`src/rtl/memctl_pkg.sv`:
```
// Shared types and constants for the multi-channel memory arbiter.
// The state encoding is 3 bits wide so it can be exported on the debug port as is.
package memctl_pkg;

  typedef enum logic [2:0] {
    IDLE  = 3'd0,
    GRANT = 3'd1,
    WAIT  = 3'd2,
    DONE  = 3'd3
  } state_t;

  localparam int ARB_FIXED = 0;
  localparam int ARB_RR    = 1;

  // Saturating increment so the timeout counter can never wrap back to zero.
  function automatic logic [15:0] sat_inc16(input logic [15:0] value);
    return (value == 16'hFFFF) ? value : value + 16'd1;
  endfunction

endpackage

```
`src/rtl/mem_arbiter_if.sv`:
```
// Requester and bus signals of the memory arbiter, bundled into one interface.
// The arbiter connects through 'master'; requesters plus the bus model use 'slave'.
interface mem_arbiter_if #(
  parameter int NUM_CH = 2,
  parameter int ADDR_W = 32,
  parameter int DATA_W = 32
);
  localparam int BE_W = DATA_W / 8;

  logic [NUM_CH-1:0]        ch_req;
  logic [NUM_CH-1:0]        ch_we;
  logic [NUM_CH*ADDR_W-1:0] ch_addr;
  logic [NUM_CH*DATA_W-1:0] ch_wdata;
  logic [NUM_CH*BE_W-1:0]   ch_be;
  logic [NUM_CH-1:0]        ch_ack;
  logic                     ch_err;
  logic [DATA_W-1:0]        ch_rdata;

  logic                     bus_read;
  logic                     bus_write;
  logic [ADDR_W-1:0]        bus_addr;
  logic [DATA_W-1:0]        bus_wdata;
  logic [BE_W-1:0]          bus_be;
  logic [DATA_W-1:0]        bus_rdata;
  logic                     bus_busy;

  modport master (
    input  ch_req, ch_we, ch_addr, ch_wdata, ch_be, bus_rdata, bus_busy,
    output ch_ack, ch_err, ch_rdata, bus_read, bus_write, bus_addr, bus_wdata, bus_be
  );

  modport slave (
    output ch_req, ch_we, ch_addr, ch_wdata, ch_be, bus_rdata, bus_busy,
    input  ch_ack, ch_err, ch_rdata, bus_read, bus_write, bus_addr, bus_wdata, bus_be
  );

endinterface

```
`src/rtl/mem_arbiter_rr_arbiter.sv`:
```
// Combinational channel picker: round-robin starting after the last winner,
// or fixed priority where the lowest active index wins.
module rr_arbiter
  import memctl_pkg::*;
#(
  parameter int NUM_CH  = 2,
  parameter int RR_MODE = ARB_RR
) (
  input  logic [NUM_CH-1:0]         req,
  input  logic [$clog2(NUM_CH)-1:0] last_winner,
  output logic [NUM_CH-1:0]         grant,
  output logic [$clog2(NUM_CH)-1:0] winner
);
  localparam int IDX_W = $clog2(NUM_CH);

  int   base_idx;
  int   scan_idx;
  logic found;

  // Scan NUM_CH slots from the start point, wrapping once; the first active request wins.
  always_comb begin
    grant    = '0;
    winner   = '0;
    found    = 1'b0;
    scan_idx = 0;
    base_idx = (RR_MODE == ARB_RR) ? int'(last_winner) + 1 : 0;
    for (int k = 0; k < NUM_CH; k++) begin
      scan_idx = base_idx + k;
      if (scan_idx >= NUM_CH) begin
        scan_idx = scan_idx - NUM_CH;
      end
      if (!found && req[scan_idx]) begin
        found           = 1'b1;
        grant[scan_idx] = 1'b1;
        winner          = IDX_W'(scan_idx);
      end
    end
  end

endmodule

```
`src/rtl/mem_arbiter.sv`:
```
// Multi-channel memory controller: arbitrates NUM_CH requesters onto one bus port
// with byte enables, a bus timeout and fully registered outputs.
module mem_arbiter
  import memctl_pkg::*;
#(
  parameter int NUM_CH      = 2,
  parameter int ADDR_W      = 32,
  parameter int DATA_W      = 32,
  parameter int RR_MODE     = ARB_RR,
  parameter int TIMEOUT_CYC = 255
) (
  input  logic          clk,
  input  logic          rst,
  mem_arbiter_if.master port_if,
  output logic [2:0]    state
);
  localparam int BE_W  = DATA_W / 8;
  localparam int IDX_W = $clog2(NUM_CH);

  state_t            state_q, state_d;
  logic [IDX_W-1:0]  winner_q, winner_d;
  logic [IDX_W-1:0]  last_q, last_d;
  logic [NUM_CH-1:0] grant_q, grant_d;
  logic [NUM_CH-1:0] ack_q, ack_d;
  logic              we_q, we_d;
  logic [ADDR_W-1:0] addr_q, addr_d;
  logic [DATA_W-1:0] wdata_q, wdata_d;
  logic [BE_W-1:0]   be_q, be_d;
  logic [15:0]       cnt_q, cnt_d;
  logic              err_q, err_d;
  logic [DATA_W-1:0] rdata_q, rdata_d;
  logic              bus_read_q, bus_read_d;
  logic              bus_write_q, bus_write_d;

  logic [NUM_CH-1:0] arb_grant;
  logic [IDX_W-1:0]  arb_winner;
  logic [15:0]       cnt_inc;

  rr_arbiter #(
    .NUM_CH  (NUM_CH),
    .RR_MODE (RR_MODE)
  ) u_arb (
    .req         (port_if.ch_req),
    .last_winner (last_q),
    .grant       (arb_grant),
    .winner      (arb_winner)
  );

  assign cnt_inc = sat_inc16(cnt_q);

  // Strobes and acks default low so each is a single-cycle pulse in the state that follows.
  always_comb begin
    state_d     = state_q;
    winner_d    = winner_q;
    last_d      = last_q;
    grant_d     = grant_q;
    we_d        = we_q;
    addr_d      = addr_q;
    wdata_d     = wdata_q;
    be_d        = be_q;
    cnt_d       = cnt_q;
    err_d       = err_q;
    rdata_d     = rdata_q;
    ack_d       = '0;
    bus_read_d  = 1'b0;
    bus_write_d = 1'b0;

    case (state_q)
      IDLE: begin
        if (|port_if.ch_req) begin
          state_d     = GRANT;
          winner_d    = arb_winner;
          grant_d     = arb_grant;
          we_d        = port_if.ch_we[arb_winner];
          addr_d      = port_if.ch_addr[int'(arb_winner)*ADDR_W +: ADDR_W];
          wdata_d     = port_if.ch_wdata[int'(arb_winner)*DATA_W +: DATA_W];
          be_d        = port_if.ch_be[int'(arb_winner)*BE_W +: BE_W];
          bus_read_d  = ~port_if.ch_we[arb_winner];
          bus_write_d = port_if.ch_we[arb_winner];
        end
      end

      GRANT: begin
        state_d = WAIT;
        cnt_d   = '0;
      end

      WAIT: begin
        if (!port_if.bus_busy) begin
          state_d = DONE;
          err_d   = 1'b0;
          ack_d   = grant_q;
          if (!we_q) begin
            rdata_d = port_if.bus_rdata;
          end
        end else begin
          cnt_d = cnt_inc;
          if (cnt_inc >= 16'(TIMEOUT_CYC)) begin
            state_d = DONE;
            err_d   = 1'b1;
            rdata_d = '0;
            ack_d   = grant_q;
          end
        end
      end

      DONE: begin
        state_d = IDLE;
        last_d  = winner_q;
        err_d   = 1'b0;
        addr_d  = '0;
        wdata_d = '0;
        be_d    = '0;
      end

      default: begin
        state_d = IDLE;
      end
    endcase
  end

  // A reset mid-transfer simply discards everything: no ack or strobe is ever produced for it.
  always_ff @(posedge clk or negedge rst) begin
    if (!rst) begin
      state_q     <= IDLE;
      winner_q    <= '0;
      last_q      <= IDX_W'(NUM_CH - 1);
      grant_q     <= '0;
      we_q        <= 1'b0;
      addr_q      <= '0;
      wdata_q     <= '0;
      be_q        <= '0;
      cnt_q       <= '0;
      err_q       <= 1'b0;
      rdata_q     <= '0;
      ack_q       <= '0;
      bus_read_q  <= 1'b0;
      bus_write_q <= 1'b0;
    end else begin
      state_q     <= state_d;
      winner_q    <= winner_d;
      last_q      <= last_d;
      grant_q     <= grant_d;
      we_q        <= we_d;
      addr_q      <= addr_d;
      wdata_q     <= wdata_d;
      be_q        <= be_d;
      cnt_q       <= cnt_d;
      err_q       <= err_d;
      rdata_q     <= rdata_d;
      ack_q       <= ack_d;
      bus_read_q  <= bus_read_d;
      bus_write_q <= bus_write_d;
    end
  end

  assign port_if.ch_ack    = ack_q;
  assign port_if.ch_err    = err_q;
  assign port_if.ch_rdata  = rdata_q;
  assign port_if.bus_read  = bus_read_q;
  assign port_if.bus_write = bus_write_q;
  assign port_if.bus_addr  = addr_q;
  assign port_if.bus_wdata = wdata_q;
  assign port_if.bus_be    = be_q;
  assign state             = state_q;

endmodule

```
`src/flat_wrapper.sv`:
```
// flat-port wrapper written by rule: the top's interface ports become plain ports
module mem_arbiter_flat import memctl_pkg::*;
#(
  parameter int NUM_CH      = 2,
  parameter int ADDR_W      = 32,
  parameter int DATA_W      = 32,
  parameter int RR_MODE     = ARB_RR,
  parameter int TIMEOUT_CYC = 255
)
  (clk, rst, state, port_if_ch_req, port_if_ch_we, port_if_ch_addr, port_if_ch_wdata, port_if_ch_be, port_if_bus_rdata, port_if_bus_busy, port_if_ch_ack, port_if_ch_err, port_if_ch_rdata, port_if_bus_read, port_if_bus_write, port_if_bus_addr, port_if_bus_wdata, port_if_bus_be);
  mem_arbiter_if #(.NUM_CH(NUM_CH), .ADDR_W(ADDR_W), .DATA_W(DATA_W)) port_if_i ();
  input  logic clk;
  input  logic rst;
  output logic [2:0] state;
  input wire logic [$bits(port_if_i.ch_req)-1:0] port_if_ch_req;
  input wire logic [$bits(port_if_i.ch_we)-1:0] port_if_ch_we;
  input wire logic [$bits(port_if_i.ch_addr)-1:0] port_if_ch_addr;
  input wire logic [$bits(port_if_i.ch_wdata)-1:0] port_if_ch_wdata;
  input wire logic [$bits(port_if_i.ch_be)-1:0] port_if_ch_be;
  input wire logic [$bits(port_if_i.bus_rdata)-1:0] port_if_bus_rdata;
  input wire logic [$bits(port_if_i.bus_busy)-1:0] port_if_bus_busy;
  output wire logic [$bits(port_if_i.ch_ack)-1:0] port_if_ch_ack;
  output wire logic [$bits(port_if_i.ch_err)-1:0] port_if_ch_err;
  output wire logic [$bits(port_if_i.ch_rdata)-1:0] port_if_ch_rdata;
  output wire logic [$bits(port_if_i.bus_read)-1:0] port_if_bus_read;
  output wire logic [$bits(port_if_i.bus_write)-1:0] port_if_bus_write;
  output wire logic [$bits(port_if_i.bus_addr)-1:0] port_if_bus_addr;
  output wire logic [$bits(port_if_i.bus_wdata)-1:0] port_if_bus_wdata;
  output wire logic [$bits(port_if_i.bus_be)-1:0] port_if_bus_be;
  assign port_if_i.ch_req = port_if_ch_req;
  assign port_if_i.ch_we = port_if_ch_we;
  assign port_if_i.ch_addr = port_if_ch_addr;
  assign port_if_i.ch_wdata = port_if_ch_wdata;
  assign port_if_i.ch_be = port_if_ch_be;
  assign port_if_i.bus_rdata = port_if_bus_rdata;
  assign port_if_i.bus_busy = port_if_bus_busy;
  assign port_if_ch_ack = port_if_i.ch_ack;
  assign port_if_ch_err = port_if_i.ch_err;
  assign port_if_ch_rdata = port_if_i.ch_rdata;
  assign port_if_bus_read = port_if_i.bus_read;
  assign port_if_bus_write = port_if_i.bus_write;
  assign port_if_bus_addr = port_if_i.bus_addr;
  assign port_if_bus_wdata = port_if_i.bus_wdata;
  assign port_if_bus_be = port_if_i.bus_be;
  mem_arbiter #(.NUM_CH(NUM_CH), .ADDR_W(ADDR_W), .DATA_W(DATA_W), .RR_MODE(RR_MODE), .TIMEOUT_CYC(TIMEOUT_CYC)) u_core (.clk(clk), .rst(rst), .port_if(port_if_i), .state(state));
endmodule
```
`config.mk`:
```
export PLATFORM = sky130hd
export DESIGN_NAME = mem_arbiter_flat
export DESIGN_NICKNAME = d
export VERILOG_FILES = /design/src/rtl/memctl_pkg.sv /design/src/rtl/mem_arbiter_if.sv /design/src/rtl/mem_arbiter_rr_arbiter.sv /design/src/rtl/mem_arbiter.sv /design/src/flat_wrapper.sv
export SDC_FILE = /design/constraint.sdc
export NUM_CORES = 1
export LEC_CHECK = 0
export CELL_PAD_IN_SITES_DETAIL_PLACEMENT = 0
export CELL_PAD_IN_SITES_GLOBAL_PLACEMENT = 1
export CORE_ASPECT_RATIO = 0.6
export CORE_MARGIN = 2
export CORE_UTILIZATION = 32
export CTS_CLUSTER_DIAMETER = 200
export DETAILED_ROUTE_END_ITERATION = 6
export HOLD_SLACK_MARGIN = 0.05
export PLACE_DENSITY = 0.85
export SLEW_MARGIN = 15
export SYNTH_ARGS = -nofsm -noshare
export SYNTH_HDL_FRONTEND = slang
export SYNTH_SLANG_ARGS = --single-unit
```
`constraint.sdc`:
```
create_clock -name clk -period 3.7 [get_ports clk]
set_input_delay 0.74 -clock clk [delete_from_list [all_inputs] [get_ports clk]]
set_output_delay 0.74 -clock clk [all_outputs]
set_load 0.01 [all_outputs]
```
## Yosys cells after proc, flatten, opt, wreduce, memory -nomap -nowiden

Index checks and enable logic that the tools add are counted.

- Memories: 0
- Input port bits: 175
- Memory bits (writable): 0
- Bits in read-only memories: 0
- Latch bits: 0
- Register bits after elaboration: 129

- Order comparisons: 8
- Multiplexer cells: 45
- Bitwise gates (word level): 2
- Shifts and indexed selects: 3
- Multiply operators: 0
- Reduce and logical (&&, ||, !) cells: 15
- Eq/ne operators: 9
- Add/sub/neg operators: 5
- Div/mod/pow operators: 0

Operator list:

| kind | count |
|---|---|
| $mux W32 | 7 |
| $pmux W32 S2 | 2 |
| $shiftx A64 B7 Y32 | 2 |
| $ge A32 B1 Y1 const B | 2 |
| $ge A32 B3 Y1 const B | 2 |
| $lt A32 B3 Y1 const B | 2 |
| $sub A32 B3 Y32 const B | 2 |
| $add A32 B2 Y32 const B | 1 |
| $mux W16 | 2 |
| $pmux W16 S2 | 1 |
| $mux W1 | 19 |
| $add A16 B1 Y16 const B | 1 |
| $eq A16 B16 Y1 const B | 1 |
| $ge A16 B8 Y1 const B | 1 |
| $mux W2 | 5 |
| $reduce_and A2 Y1 | 5 |
| $mux W3 | 3 |
| $pmux W3 S3 | 1 |
| $pmux W4 S2 | 1 |
| $shiftx A8 B4 Y4 | 1 |
| $eq A3 B2 Y1 const B | 2 |
| $reduce_bool A2 Y1 | 3 |
| $mux W4 | 1 |
| $ne A2 B1 Y1 const B | 2 |
| other kinds (14) | 18 |

## Longest topological paths before layout

- Depth after elaboration: 15
- Depth in mapped cells: 10
- Depth with buffers taken out: 7

## Cells and area by module

Synthesis repeated with hierarchy kept, for this count alone.

- Cells, all modules: 638
- Area, all modules: 6650.1 um^2

Modules (own cells, without submodules):

| module | area each (um^2) | times used | cells an instance |
|---|---|---|---|
| mem_arbiter | 6623.9 | 1 | 634 |
| rr_arbiter | 26.3 | 1 | 4 |

## Least setup slack after synthesis

Ideal clock, no wire load.

- Kind: register to register
- Start point: register u_core.cnt_q[0]
- End point: register u_core.rdata_q[0] (netlist: u_core.port_if.ch_rdata[0])
- Period minus slack after synthesis: 2.693 ns
- Stages on the path, launching flop included: 10
- Data arrival time: 2.615 ns
- Setup time: 0.079 ns
- Path buffers: 2
- Setup slack: 1.007 ns
- Cells stage by stage: dfrtp_1 > ha_1 > and3_1 > buf_4 > a211oi_1 > a31oi_1 > or4_1 > o41ai_4 > buf_6 > o2bb2ai_2

- Word-level cells in the longest chain between the ends: 5
- Elaborated cells on any way between the ends: 6

RTL lines:

| item | line | source |
|---|---|---|
| from (decl) | mem_arbiter.sv:29 | `logic [15:0] cnt_q, cnt_d;` |
| from (signal assigned) | mem_arbiter.sv:148 | `cnt_q <= cnt_d;` |
| $add A16 B1 Y16 or $eq A16 B16 Y1 (tied branches) | memctl_pkg.sv:17 | `return (value == 16'hFFFF) ? value : value + 16'd1;` |
| $mux W16 * | memctl_pkg.sv:17 |  |
| $ge A16 B8 Y1 * | mem_arbiter.sv:98 | `if (cnt_inc >= 16'(TIMEOUT_CYC)) begin` |
| $ne A2 B1 Y1 (no source line) * | - |  |
| $reduce_and A3 Y1 (no source line) * | - |  |
| to (signal assigned) | mem_arbiter.sv:150 | `rdata_q <= rdata_d;` |
| to (decl) | mem_arbiter.sv:31 | `logic [DATA_W-1:0] rdata_q, rdata_d;` |

Mark *: on every way between the ends. The rest lies on a longest branch, timed or not.
A chain may end at the register's enable or synchronous reset.

## Worst setup path in the final report

- Start point: register u_core.cnt_q[0]
- End point: register u_core.ack_q[1] (netlist: u_core.port_if.ch_ack[1])

- Word-level cells in the longest chain between the ends: 6
- Elaborated cells on any way between the ends: 7

RTL lines:

| item | line | source |
|---|---|---|
| $add A16 B1 Y16 or $eq A16 B16 Y1 (tied branches) | memctl_pkg.sv:17 |  |
| $mux W16 * | memctl_pkg.sv:17 |  |
| $ge A16 B8 Y1 * | mem_arbiter.sv:98 |  |
| $mux W2 * | mem_arbiter.sv:98 |  |
| $mux W2 * | mem_arbiter.sv:89 | `if (!port_if.bus_busy) begin` |
| $mux W2 * | mem_arbiter.sv:68 | `case (state_q)` |
| net u_core.ack_d[1] | mem_arbiter.sv:24 | `logic [NUM_CH-1:0] ack_q, ack_d;` |
| to (signal assigned) | mem_arbiter.sv:151 | `ack_q <= ack_d;` |
| to (decl) | mem_arbiter.sv:24 |  |

Mark *: on every way through the listed nets, which the timed path passes. The rest lies on a longest branch.

==> metrics.md <==
| Metric | Value |
|---|---|
| Status | finished clean |
| Maximum clock insertion buffer count | 2 |
| Cell Chain, Critical Path | ha_1 -> and3_1 -> nand3_2 -> and4_1 -> or4_1 -> o41ai_4 -> buf_4 -> nor2_1 |
| Slew HR | 38.83% |
| Post-synth net total | ~800 |
| Vias/cell | 4.961 |
| Crit path max fanout | 34 |
| R2r endpoint | u_core.port_if.ch_ack[1] |
| Clock skew | 0.008879 ns |
| Grt ovf | 0 |
| Post-synth EDFFs | 0 |
| Post-DRT Antenna Nets | 0 |
| Num rows | 40 |
| Max-cap violation count | 0 |
| Worst path required time | 3.98 ns |
| Port Buffers | 281 |
| Initial Utilization | 32.88% |
| Worst-Skew Late Latency | about 0.42 ns |
| All-Layer GR Usage | 18.70% |
| WP data arrival | 3.42 ns |
| Synth Area per Inst | 10.67 um^2 |
| Period utilisation layout | 84.93% |
| # DRC | 0 |
| Share of the synthesized area in the top cell type | between 40% and 50% |
| Main synth FF type | dfrtp_1 |
| Finished Core Util | about half |
| Cts hold-fix bufs | 0 |
| Min-delay worst type | primary input to async pin |
| RSZ-0062 raised after global routing | false |
| Max H-tree Level | 4 |
| Synth area leader | dfrtp_1 |
| Layout cells sized above 1 | a little over a tenth |
| Worst flop-to-flop path startpoint | u_core.cnt_q[0] |
| Final WL | 20650 um |
| DIE WIDTH | about 190 um |
| #FFs+latches synth | 128 |
| # Post-CTS Setup Buffers | 0 |
| Highest Clock Rate | 0.3182 GHz |
| Max Slew Vio Count | 0 |
| FF-to-FF path depth | 8 |
| Syn Std Cell Area | 0.006615 mm^2 |
| Crit path depth | 8 |
| Final nets | 1064 |
| First-pass GRT wire length | 31770 um |
| Reg2Reg Setup Slack | 0.56 ns |
| Pleak | 0.004214 uW |
| Clock sink count | around 130 |
| TritonCTS clock tree | done |
| WP buf/inv | 1 |
| Antenna Cells | 0 |
| Io pins | 283 |
| GPL Wtd Cong | between 0.8 and 0.9 |
| Root buf cell | clkbuf_16 |
| Die height | 115.4 um |
| Worst Tran Pin Value | about 0.9 ns |
| Synth warn | 0 |
| Vias in the first global route | about 5600 |
| Synth top cells by count | dfrtp_1, o21ai_0, nand2_1, mux2i_1, a22oi_1 |
| Crit path max-delay family | simple AND/OR/NAND/NOR gates |
| WS Path Type | flip-flop to flip-flop |
| Core region area | 0.02012 mm^2 |
| Cell with the most instances after synthesis | dfrtp_1 |
| Area Overhead vs Synth | 54.47% |
| Synth area leaders | dfrtp_1, mux2i_1, o21ai_0 |
| Setup TNS | 0 ns |
| Syn Inst Count | 620 |
| DP Wirelength | 14950 um |
| Hold Fails Final Rpt | 0 |
| Clk slew on worst S/H paths | about 0.070 ns |
| DR pass1 iterations | 4 |
| CP endpoint kind | flip-flop |
| Synth async-reset ratio | between 90% and 100% |
| Final setup fails | 0 |
| CP peak stage delay | 0.60 ns |
| Post-synth cell types | 64 |
| P per Cell Area | 714.3 mW/mm^2 |
| Fin crit period | 3.142 ns |
| WL per Instance | 17.66 um |
| Num CTS Buffers | 17 |
| Initial drt markers | 403 |
| Placed Cells incl. Taps | 1137 |
| Share of the yosys chip area belonging to registers | 48.44% |
| Routed via count | around 5800 |
| Pin count of the biggest net entering global routing | 72 |
| Crit path launch type | flip-flop |
| Antenna violations before repair | 0 |
| Post-CTS sizing | 0 |
| CP max-delay cell | or4_1 |
| Worst vdd ir | 0.3395 mV |
| Layout Cells excl Fill | 1169 |
| Die Area | approximately 0.022 mm^2 |
cells in the final DEF (no fill, tap or decap), types with 3 or more instances in the layout:
cell             count
o21ai_0             90
o2bb2ai_1            4
a22oi_1             32
nor3_1               4
clkdlybuf4s50_1    279
a21oi_1             16
nor2_1              16
dfrtp_1            127
buf_4               10
mux2i_1             71
nand2_1             80
and3_1               3
ha_1                 6
nand3_1              7
nand2b_1             3
o2bb2ai_2           28
inv_8                3
a211oi_1             3
inv_6                6
a22o_1               5
clkbuf_16           17
and4_1               4
buf_12               3
inv_1               11
a31oi_1              7
nand4_1              6
nor4_1               4
where the power goes:
| part | total (uW) | switching [uW] | internal (uW) |
|---|---|---|---|
| sequential | 2330 | 402 | 1930 |
| clock | 1690 | 731 | 958 |
| combinational | 3270 | 1570 | 1710 |
| total | 7300 | 2700 | 4600 |
worst max path at each step:
stage	startpoint	slack (ns)	to
global route	u_core.cnt_q[0]	0.33	u_core.port_if.ch_rdata[18]
global placement	u_core.cnt_q[0]	0.68	u_core.port_if.ch_ack[1]
detailed placement	port_if_ch_req[0]	0.55	u_core.port_if.bus_wdata[13]
floorplan	u_core.cnt_q[0]	1.01	u_core.port_if.ch_rdata[0]
CTS	u_core.cnt_q[0]	0.58	u_core.port_if.ch_ack[1]
finish	u_core.cnt_q[0]	0.56	u_core.port_if.ch_ack[1]
registers in the layout, summed over array words and instances (netlist names):
| name | flops |
|---|---|
| u_core.port_if.bus_addr | 32 |
| u_core.port_if.bus_wdata | 32 |
| u_core.port_if.ch_rdata | 32 |
| u_core.cnt_q | 16 |
| u_core.port_if.bus_be | 4 |
| u_core.grant_q | 2 |
| u_core.port_if.ch_ack | 2 |
| u_core.state | 2 |
| u_core.last_q | 1 |
| u_core.port_if.bus_read | 1 |
| u_core.port_if.bus_write | 1 |
| u_core.port_if.ch_err | 1 |
| u_core.we_q | 1 |
| u_core.winner_q | 1 |
per-stage QoR:
step	total power [uW]	hold slack, ns	instance area, um^2	worst slack [ns]
5_1_grt	7784	0.3844	10220	0.3326
3_3_place_gp	5603	0.4605	9625	0.6826
6_report	7299	0.3332	10220	0.5576
2_1_floorplan	4019	0.4444	6615	1.007
4_1_cts	7399	0.3656	10220	0.5803
3_5_place_dp	5681	0.4688	9625	0.5527
final cells by class:
cell class                 instances  area, um^2
inverter                          11       41.29
clock inverter                    15       165.2
timing repair buffer             294        2944
clock buffer                      17       425.4
multi-input combinational        431        3097
fill                            1855        9901
sequential                       128        3204
tap                              273       341.6
cell families (layout without fill, tap and decap cells):
kind of cell / Yosys count / after routing / synth area share, %
AO/OA/AOI/OAI: 204 / 204 / 22.96
AND/OR/NAND/NOR: 145 / 145 / 10.89
flip-flops: 128 / 128 / 48.44
multiplexers: 73 / 73 / 11.08
buffers and inverters: 61 / 337 / 5.163
adder cells (fa/ha/maj): 6 / 6 / 1.135
XOR/XNOR: 2 / 2 / 0.2648
other: 1 / 1 / 0.05669
worst register-to-register path: cells and delay by family (launching register included):
kind / cells / cell delay (ns)
buf+inv: 1 / 0.51
fa+ha+maj: 1 / 0.30
compound gates: 1 / 0.25
simple gates: 5 / 1.49
flops: 1 / 0.45
routing by layer:
layer | global-route usage (%) | wire (um) | up-vias
met1 | 25.61 | 9533 | 2784
li1 | - | - | 2809
met3 | 5.922 | 1646 | 10
met2 | 29.13 | 9338 | 196
met5 | 0 | 0 | -
met4 | 4.134 | 128 | 0
Note: power is estimated with default switching activity, not from simulation.
